### src/rtl/gpio_arb_pkg.sv
// Shared definitions for the two-master GPIO arbiter: register map, FSM states
// and the access legality rule.
package gpio_arb_pkg;

  localparam logic [31:0] GPIO_DDR_ADDR  = 32'd128;
  localparam logic [31:0] GPIO_PIN_ADDR  = 32'd129;
  localparam logic [31:0] GPIO_PORT_ADDR = 32'd130;

  typedef enum logic [1:0] {
    IDLE   = 2'd0,
    ACCESS = 2'd1,
    RESP   = 2'd2
  } state_t;

  // PIN is read-only; the GPIO block clears DDR/PORT on any other write address.
  function automatic logic is_legal(input logic we, input logic [31:0] addr);
    if (we) return (addr == GPIO_DDR_ADDR) || (addr == GPIO_PORT_ADDR);
    return (addr >= GPIO_DDR_ADDR) && (addr <= GPIO_PORT_ADDR);
  endfunction

endpackage

### src/rtl/gpio_arb_rr.sv
// Combinational 2-way round-robin picker; a valid lock masks out the
// non-owner so only the lock owner can win.
module gpio_arb_rr
  import gpio_arb_pkg::*;
(
  input  logic [1:0] req,
  input  logic       last_grant,
  input  logic       lock_valid,
  input  logic       lock_owner,
  output logic       grant_valid,
  output logic       grant_idx
);

  logic [1:0] eligible;

  always_comb begin
    eligible = req;
    if (lock_valid) eligible = lock_owner ? (req & 2'b10) : (req & 2'b01);
    grant_valid = |eligible;
    grant_idx   = 1'b0;
    case (eligible)
      2'b10:   grant_idx = 1'b1;
      2'b11:   grant_idx = ~last_grant;
      default: grant_idx = 1'b0;
    endcase
  end

endmodule

### src/rtl/gpio_arbiter.sv
// Shares the GPIO register port between two masters: one bus access per
// request, round-robin with optional lock, illegal accesses filtered out.
module gpio_arbiter
  import gpio_arb_pkg::*;
#(
  parameter int WIDTH        = 32,
  parameter int LOCK_TIMEOUT = 16
) (
  input  logic             clk,
  input  logic             arst_n,
  input  logic             m0_req,
  input  logic             m0_we,
  input  logic [WIDTH-1:0] m0_addr,
  input  logic [WIDTH-1:0] m0_wdata,
  input  logic             m0_lock,
  output logic             m0_ack,
  output logic [WIDTH-1:0] m0_rdata,
  output logic             m0_err,
  input  logic             m1_req,
  input  logic             m1_we,
  input  logic [WIDTH-1:0] m1_addr,
  input  logic [WIDTH-1:0] m1_wdata,
  input  logic             m1_lock,
  output logic             m1_ack,
  output logic [WIDTH-1:0] m1_rdata,
  output logic             m1_err,
  output logic [WIDTH-1:0] g_addr,
  output logic [WIDTH-1:0] g_wdata,
  output logic             g_we,
  input  logic [WIDTH-1:0] g_rdata
);

  localparam int CNT_W = $clog2(LOCK_TIMEOUT + 1);

  state_t             state, state_nxt;
  logic               owner_q, we_q, lock_q, err_q;
  logic [WIDTH-1:0]   addr_q, wdata_q, rdata_q;
  logic               last_grant, lock_valid, lock_owner;
  logic [CNT_W-1:0]   to_cnt;
  logic               owner_req, lock_expire, grant_valid, grant_idx, legal;

  assign owner_req   = lock_owner ? m1_req : m0_req;
  // The release takes effect in the same IDLE cycle the count reaches the limit.
  assign lock_expire = lock_valid && (state == IDLE) && !owner_req &&
                       (to_cnt >= CNT_W'(LOCK_TIMEOUT - 1));
  assign legal       = is_legal(we_q, 32'(addr_q));

  gpio_arb_rr u_rr (
    .req        ({m1_req, m0_req}),
    .last_grant (last_grant),
    .lock_valid (lock_valid && !lock_expire),
    .lock_owner (lock_owner),
    .grant_valid(grant_valid),
    .grant_idx  (grant_idx)
  );

  always_ff @(posedge clk or negedge arst_n) begin
    if (!arst_n) begin
      state      <= IDLE;
      owner_q    <= 1'b0;
      we_q       <= 1'b0;
      lock_q     <= 1'b0;
      addr_q     <= '0;
      wdata_q    <= '0;
      rdata_q    <= '0;
      err_q      <= 1'b0;
      last_grant <= 1'b1;
      lock_valid <= 1'b0;
      lock_owner <= 1'b0;
      to_cnt     <= '0;
    end else begin
      state <= state_nxt;
      case (state)
        IDLE: begin
          if (grant_valid) begin
            owner_q    <= grant_idx;
            we_q       <= grant_idx ? m1_we    : m0_we;
            addr_q     <= grant_idx ? m1_addr  : m0_addr;
            wdata_q    <= grant_idx ? m1_wdata : m0_wdata;
            lock_q     <= grant_idx ? m1_lock  : m0_lock;
            last_grant <= grant_idx;
          end
          if (lock_expire) begin
            lock_valid <= 1'b0;
            to_cnt     <= '0;
          end else if (lock_valid) begin
            if (owner_req)                              to_cnt <= '0;
            else if (to_cnt != CNT_W'(LOCK_TIMEOUT))    to_cnt <= to_cnt + 1'b1;
          end
        end
        ACCESS: begin
          rdata_q <= (legal && !we_q) ? g_rdata : '0;
          err_q   <= !legal;
        end
        RESP: begin
          if (lock_q) begin
            lock_valid <= 1'b1;
            lock_owner <= owner_q;
            to_cnt     <= '0;
          end else if (lock_valid && (lock_owner == owner_q)) begin
            lock_valid <= 1'b0;
            to_cnt     <= '0;
          end
        end
        default: ;
      endcase
    end
  end

  always_comb begin
    state_nxt = state;
    g_addr    = '0;
    g_wdata   = '0;
    g_we      = 1'b0;
    m0_ack    = 1'b0;
    m1_ack    = 1'b0;
    m0_rdata  = '0;
    m1_rdata  = '0;
    m0_err    = 1'b0;
    m1_err    = 1'b0;
    case (state)
      IDLE:   if (grant_valid) state_nxt = ACCESS;
      ACCESS: begin
        g_addr    = addr_q;
        g_wdata   = wdata_q;
        g_we      = we_q && legal;
        state_nxt = RESP;
      end
      RESP: begin
        if (owner_q) begin
          m1_ack   = 1'b1;
          m1_rdata = rdata_q;
          m1_err   = err_q;
        end else begin
          m0_ack   = 1'b1;
          m0_rdata = rdata_q;
          m0_err   = err_q;
        end
        state_nxt = IDLE;
      end
      default: state_nxt = IDLE;
    endcase
  end

endmodule

### config.mk
export PLATFORM = sky130hd
export DESIGN_NAME = gpio_arbiter
export DESIGN_NICKNAME = d
export VERILOG_FILES = /design/src/rtl/gpio_arb_pkg.sv /design/src/rtl/gpio_arb_rr.sv /design/src/rtl/gpio_arbiter.sv
export SDC_FILE = /design/constraint.sdc
export NUM_CORES = 1
export LEC_CHECK = 0
export ABC_AREA = 0
export CAP_MARGIN = 20
export CORE_MARGIN = 3
export CORE_UTILIZATION = 40
export CTS_CLUSTER_DIAMETER = 60
export DETAILED_ROUTE_END_ITERATION = 6
export PLACE_DENSITY_LB_ADDON = 0.08
export SLEW_MARGIN = 10
export SYNTH_ARGS = -nofsm -noshare
export SYNTH_HDL_FRONTEND = slang
export SYNTH_SLANG_ARGS = --single-unit
### constraint.sdc
create_clock -name clk -period 2.84 [get_ports clk]
set_input_delay 0.568 -clock clk [delete_from_list [all_inputs] [get_ports clk]]
set_output_delay 0.568 -clock clk [all_outputs]
set_load 0.02 [all_outputs]
; Word-level counts from Yosys, hierarchy flattened
; Cells that the tools add are included.
[totals]
regBits = 110
[classes]
n_addsub = 1
n_lt_le_gt_ge = 3
eq_ne = 13
n_mux = 40
bitwise_logic = 1
n_reduce_logical = 20
[ops]
columns = op, n
row1 = 32-bit two-way mux, 9
row2 = "32-bit by 8-bit == test with 1-bit output, second input constant", 2
row3 = "32-bit by 8-bit >= comparator with 1-bit output, second input constant", 1
row4 = "32-bit by 8-bit less-or-equal comparator with 1-bit output, second input constant", 1
row5 = 5-bit two-way mux, 6
row6 = 1-bit two-way mux, 18
row7 = 5-bit one-hot mux with 2 select lines, 1
row8 = 1-bit logical AND, 8
row9 = "2-bit == test, second input constant", 3
row10 = 2-bit two-way mux, 3
row11 = "3-bit inequality test, second input constant", 2
row12 = "5-bit by 1-bit adder with 5-bit output, second input constant", 1
row13 = "5-bit by 4-bit >= comparator with 1-bit output, second input constant", 1
row14 = "5-bit inequality test, second input constant", 1
row15 = 1-bit logical NOT, 4
row16 = "2-bit inequality test, second input constant", 2
row17 = "4-bit by 3-bit inequality test with 1-bit output, second input constant", 1
row18 = 1-bit one-hot mux with 2 select lines, 2
row19 = 2-bit one-hot mux with 2 select lines, 1
row20 = 2-bit AND reduction, 2
row21 = 4-bit AND reduction, 1
row22 = 3-bit AND reduction, 1
row23 = "2-bit by 1-bit == test with 1-bit output, second input constant", 1
row24 = 2-bit logical NOT, 1
row25 = other kinds (5), 5

; Depth between registers and ports, before layout
[logic_depth]
word_depth = 10
ltp_mapped = 10
ltp_nobuf = 8

; By module
; From an unflattened synthesis, not the netlist that was laid out.
[unflattened]
hier_cells = 624
area_unflattened_um2 = 5975.7
[modules_own_cells]
columns = mod, instances, cells_per_inst, area_per_inst_um2
row1 = gpio_arbiter, 1, 618, 5935.7
row2 = gpio_arb_rr, 1, 6, 40.0

; Worst setup path before layout
; No wires, ideal clock.
[synth_path]
path_kind = register -> output
start = register addr_q[15]
end = output port g_we
arrival_ns = 1.680
required_time_ns = 2.272
path_slack_ns = 0.592
path_stages_with_launch = 5
path_buffers = 0
cell_sequence = dfrtp_1 > or4_4 > nor2_1 > nand4bb_1 > nor3b_1
[synth_via]
elab_chain_cells = 6
[synth_rtl]
columns = element, line
row1 = "start, declared", gpio_arbiter.sv:37  ; logic [WIDTH-1:0] addr_q, wdata_q, rdata_q;
row2 = "start signal, assigned", gpio_arbiter.sv:78  ; addr_q <= grant_idx ? m1_addr : m0_addr;
row3 = branches (longest 3 deep; another with 32-bit by 8-bit >= comparator with 1-bit output), -
row4 = 1-bit two-way mux *, gpio_arb_pkg.sv:18  ; return (addr >= GPIO_DDR_ADDR) && (addr <= GPIO_PORT_ADDR);
row5 = 1-bit logical AND *, gpio_arbiter.sv:126  ; g_we = we_q && legal;
row6 = 1-bit two-way mux *, gpio_arbiter.sv:121  ; case (state)
row7 = "end, declared", gpio_arbiter.sv:29  ; output logic g_we,
; Every way passes the cells marked *. The select of a mux whose other input is x is not followed.

; Worst setup path after layout
[layout_path]
start = register state[0]
end = output port m1_rdata[17]
[layout_via]
elab_chain_cells = 2
[layout_rtl]
columns = element, line
row1 = "start, declared", gpio_arbiter.sv:35  ; state_t state, state_nxt;
row2 = "start signal, assigned", gpio_arbiter.sv:72  ; state <= state_nxt;
row3 = 2-bit == test, gpio_arbiter.sv:121
row4 = 32-bit two-way mux, gpio_arbiter.sv:121
row5 = "end, declared", gpio_arbiter.sv:25  ; output logic [WIDTH-1:0] m1_rdata,
; No other way between the ends.

==> key figures <==
Global routing
  – Initial antenna violation count: 0
  – All-Layer GR Usage: 0.2465
  – Largest net degree at the start of global routing: 68
  – Gr ovfl total: 0
  – Global-route wire length before repair: 35,580 µm
  – Vias in the first global route: 6,656

Floorplanning
  – IO Count: 301
  – Initial Utilization: 0.4185
  – Die Wd: 133.5 µm
  – Die Height: 133.5 µm
  – Core ar.: 15,540 µm²
  – Area of the die: 17,820 µm²
  – Rows: 45

Yosys
  – Yosys cell types: 45
  – Post-synthesis register bit count: 110
  – Avg Cell Area, Syn: 8.569 µm²
  – EDFF count, synth: 0
  – Ys async rst share: 1.000
  – Netlist Area Pre-Place: 6504 µm²
  – Register area share after synthesis: 0.4234
  – Mapped Cells: 759
  – Post-synth net total: 930
  – Synth Warn #: 0
  – Top_reg_cell synth: dfrtp_1

STA
  – RSZ-0062 raised after global routing: no
  – Tightest Pin Transition: 769.5 ps
  – Pins Over Slew Limit: 0
  – Clock Skews: 7.250 ps
  – Final setup fails: 0
  – Post-route minimum period: 2712 ps
  – Setup ws final: 128.2 ps
  – Final period utilization: 0.9548
  – Final setup TNS: 0 ps
  – Peak Freq: 368.8 MHz
  – Max-slew headroom: 0.4835
  – Hold WS: 243.8 ps
  – Hold Vio Cnt, Final: 0

Run
  – Max-Cap Viols: 0

Place
  – Final HPWL DP: 15,760 µm
  – Post-place setup slack: 210.8 ps
  – Gpl congestion: 0.8666
  – IO buf count: 300

Clock tree
  – Clk root buf: clkbuf_16
  – Clock Pin Slew Worst Setup and Hold Paths: 70 ps
  – Setup Fix Bufs, Post-CTS: 0
  – CTS tree: yes
  – Worst-Skew Late Latency: 350 ps
  – Max Root-Sink Buffers: 2
  – CTS Buf Count: 9
  – Hold-fix buffers, CTS: 0
  – Clock Sinks: 110
  – CTS H-tree depth: 3

Drt
  – DR WL/cell: 18.25 µm
  – First-pass DRT Iterations: 5
  – Via density: 5.440
  – Starting DRC count in detailed routing: 359
  – WL final: 22,490 µm
  – Via count: 6,702
  – DRC viols: 0
  – Final ANT Viol Nets: 0

Worst setup path
  – Critical Path Source Type: register
  – Path depth of the worst reg2reg path: 8
  – Worst EP arrival: 2140 ps
  – Critical-path maximum fanout: 34
  – Critical path class: reg2out
  – Crit end category: primary output
  – Worst Path Required: 2270 ps

Power and ir drop
  – PD cells: 836.9 nW/µm²
  – Total power: 8.424 mW
  – Peak VDD IR: 0.5010 mV
  – Leakage: 4.034 nW

Finish
  – Share of layout cells above drive strength 1: 0.08325
  – Area Overhead vs Synth: 54.77%
  – Diode count: 0
  – Nets: 1,187

Run status
  – Status: completed

Min path
  – Min-Delay Path Class: in2async
[cells in the final DEF, fill, tap and decap left out, drive strengths merged, types with 2 or more instances in the layout]
master	instances
a21boi	2
a21oi	69
a22o	2
a311o	2
a31oi	68
and2	131
and3	3
and4	2
buf	26
bufinv	2
clkbuf	13
clkdlybuf4s50	292
dfrtp	109
dlymetal6s2s	6
ha	3
inv	39
nand2	40
nand2b	4
nand3	2
nand3b	2
nand4	3
nor2	7
nor4	6
o211ai	67
o21ai	100
[synth_stat cells (2+ instances only)]
cell / instances / area, µm²
and2_1: 131 / 819.5
a21oi_1: 69 / 345.3
and4_1: 2 / 17.52
nand2b_1: 4 / 25.02
buf_1: 6 / 22.52
nor4_1: 6 / 37.54
o21ai_2: 30 / 262.8
nand4_1: 3 / 18.77
and3_1: 3 / 18.77
a311o_1: 2 / 20.02
buf_6: 3 / 33.78
buf_2: 3 / 15.01
inv_1: 38 / 142.6
o21ai_0: 70 / 350.3
ha_1: 3 / 37.54
clkbuf_1: 67 / 251.5
nand2_1: 40 / 150.1
nor2_1: 7 / 26.28
a31oi_1: 68 / 425.4
dfrtp_1: 109 / 2728
nand3_1: 2 / 10.01
a22o_1: 2 / 17.52
nand3b_1: 2 / 15.01
a21boi_0: 2 / 15.01
o211ai_1: 67 / 503.0
[worst max-delay path, cell delays in order, from the launching register on]
cell and delay [ps]:
dfrtp_2 450, inv_1 160, and3_1 190, buf_6 220, and2_1 160, clkdlybuf4s50_1 610
[logic make-up (layout without fill, tap and decap cells)]
group | Yosys count | in the layout | share of synthesized area
AO/OA/AOI/OAI | 319 | 319 | 0.3105
XOR/XNOR | 1 | 1 | 0.001347
adder cells (fa/ha/maj) | 3 | 3 | 0.005772
buffers and inverters | 118 | 380 | 0.07214
flip-flops | 110 | 110 | 0.4234
multiplexers | 2 | 2 | 0.003270
AND/OR/NAND/NOR | 206 | 206 | 0.1835
[report_power, final]
part           internal [mW]  leakage (nW)  switching (mW)
clock                  0.823         0.156           0.574
combinational           1.91          2.55            2.57
sequential              2.13          1.33           0.411
[flip-flops by register name, indices dropped and copies added, names as in the netlist]
signal	flops
rdata_q	32
err_q	1
we_q	1
addr_q	32
last_grant	1
wdata_q	32
lock_q	1
lock_owner	1
to_cnt	5
state	2
owner_q	1
lock_valid	1
[worst paths after layout]
check	startpoint	to	slack, ps
setup / recovery	state[0]$_DFFE_PN0P_	m1_rdata[17]	130
hold / removal	arst_n	rdata_q[10]$_DFFE_PN0N_	240
setup reg to reg	to_cnt[0]$_DFFE_PN0P_	addr_q[26]$_DFFE_PN0P_	450
hold reg to reg	rdata_q[25]$_DFFE_PN0N_	rdata_q[25]$_DFFE_PN0N_	490
max in group asynchronous	arst_n	to_cnt[1]$_DFFE_PN0P_	1930
min in group clk	rdata_q[25]$_DFFE_PN0N_	rdata_q[25]$_DFFE_PN0N_	490
[metrics by stage]
stage	utilization	instances	cell area, µm²
floorplan	-	759	6504
global placement	0.6247	1216	9708
detailed placement	0.6247	1216	9708
CTS	0.6460	1232	10040
global route	0.6477	1232	10070
finish	0.6477	1232	10070
[routing by layer]
| layer | part of all wire | vias up | GRT usage |
|---|---|---|---|
| li1 | - | 3224 | - |
| met1 | 0.41 | 3199 | 0.3060 |
| met2 | 0.49 | 244 | 0.4201 |
| met3 | 0.070 | 35 | 0.06269 |
| met4 | 0.025 | 0 | 0.08229 |
| met5 | 0 | - | 0 |
[final cells by class]
| cell class | count | area [µm²] |
|---|---|---|
| fill | 1404 | 5474 |
| multi-input combinational | 531 | 3306 |
| timing repair buffer | 325 | 3267 |
| sequential | 110 | 2755 |
| tap | 211 | 264.0 |
| clock buffer | 13 | 260.3 |
| inverter | 39 | 146.4 |
| clock inverter | 3 | 67.56 |
[repair_timing]
| item | 4_1_cts | 5_1_grt |
|---|---|---|
| setup endpoints to repair | 37 | 105 |
| resized for setup | 2 | 10 |
| pin swaps | 0 | 0 |
No activity file was read; power rests on OpenSTA's default activity.
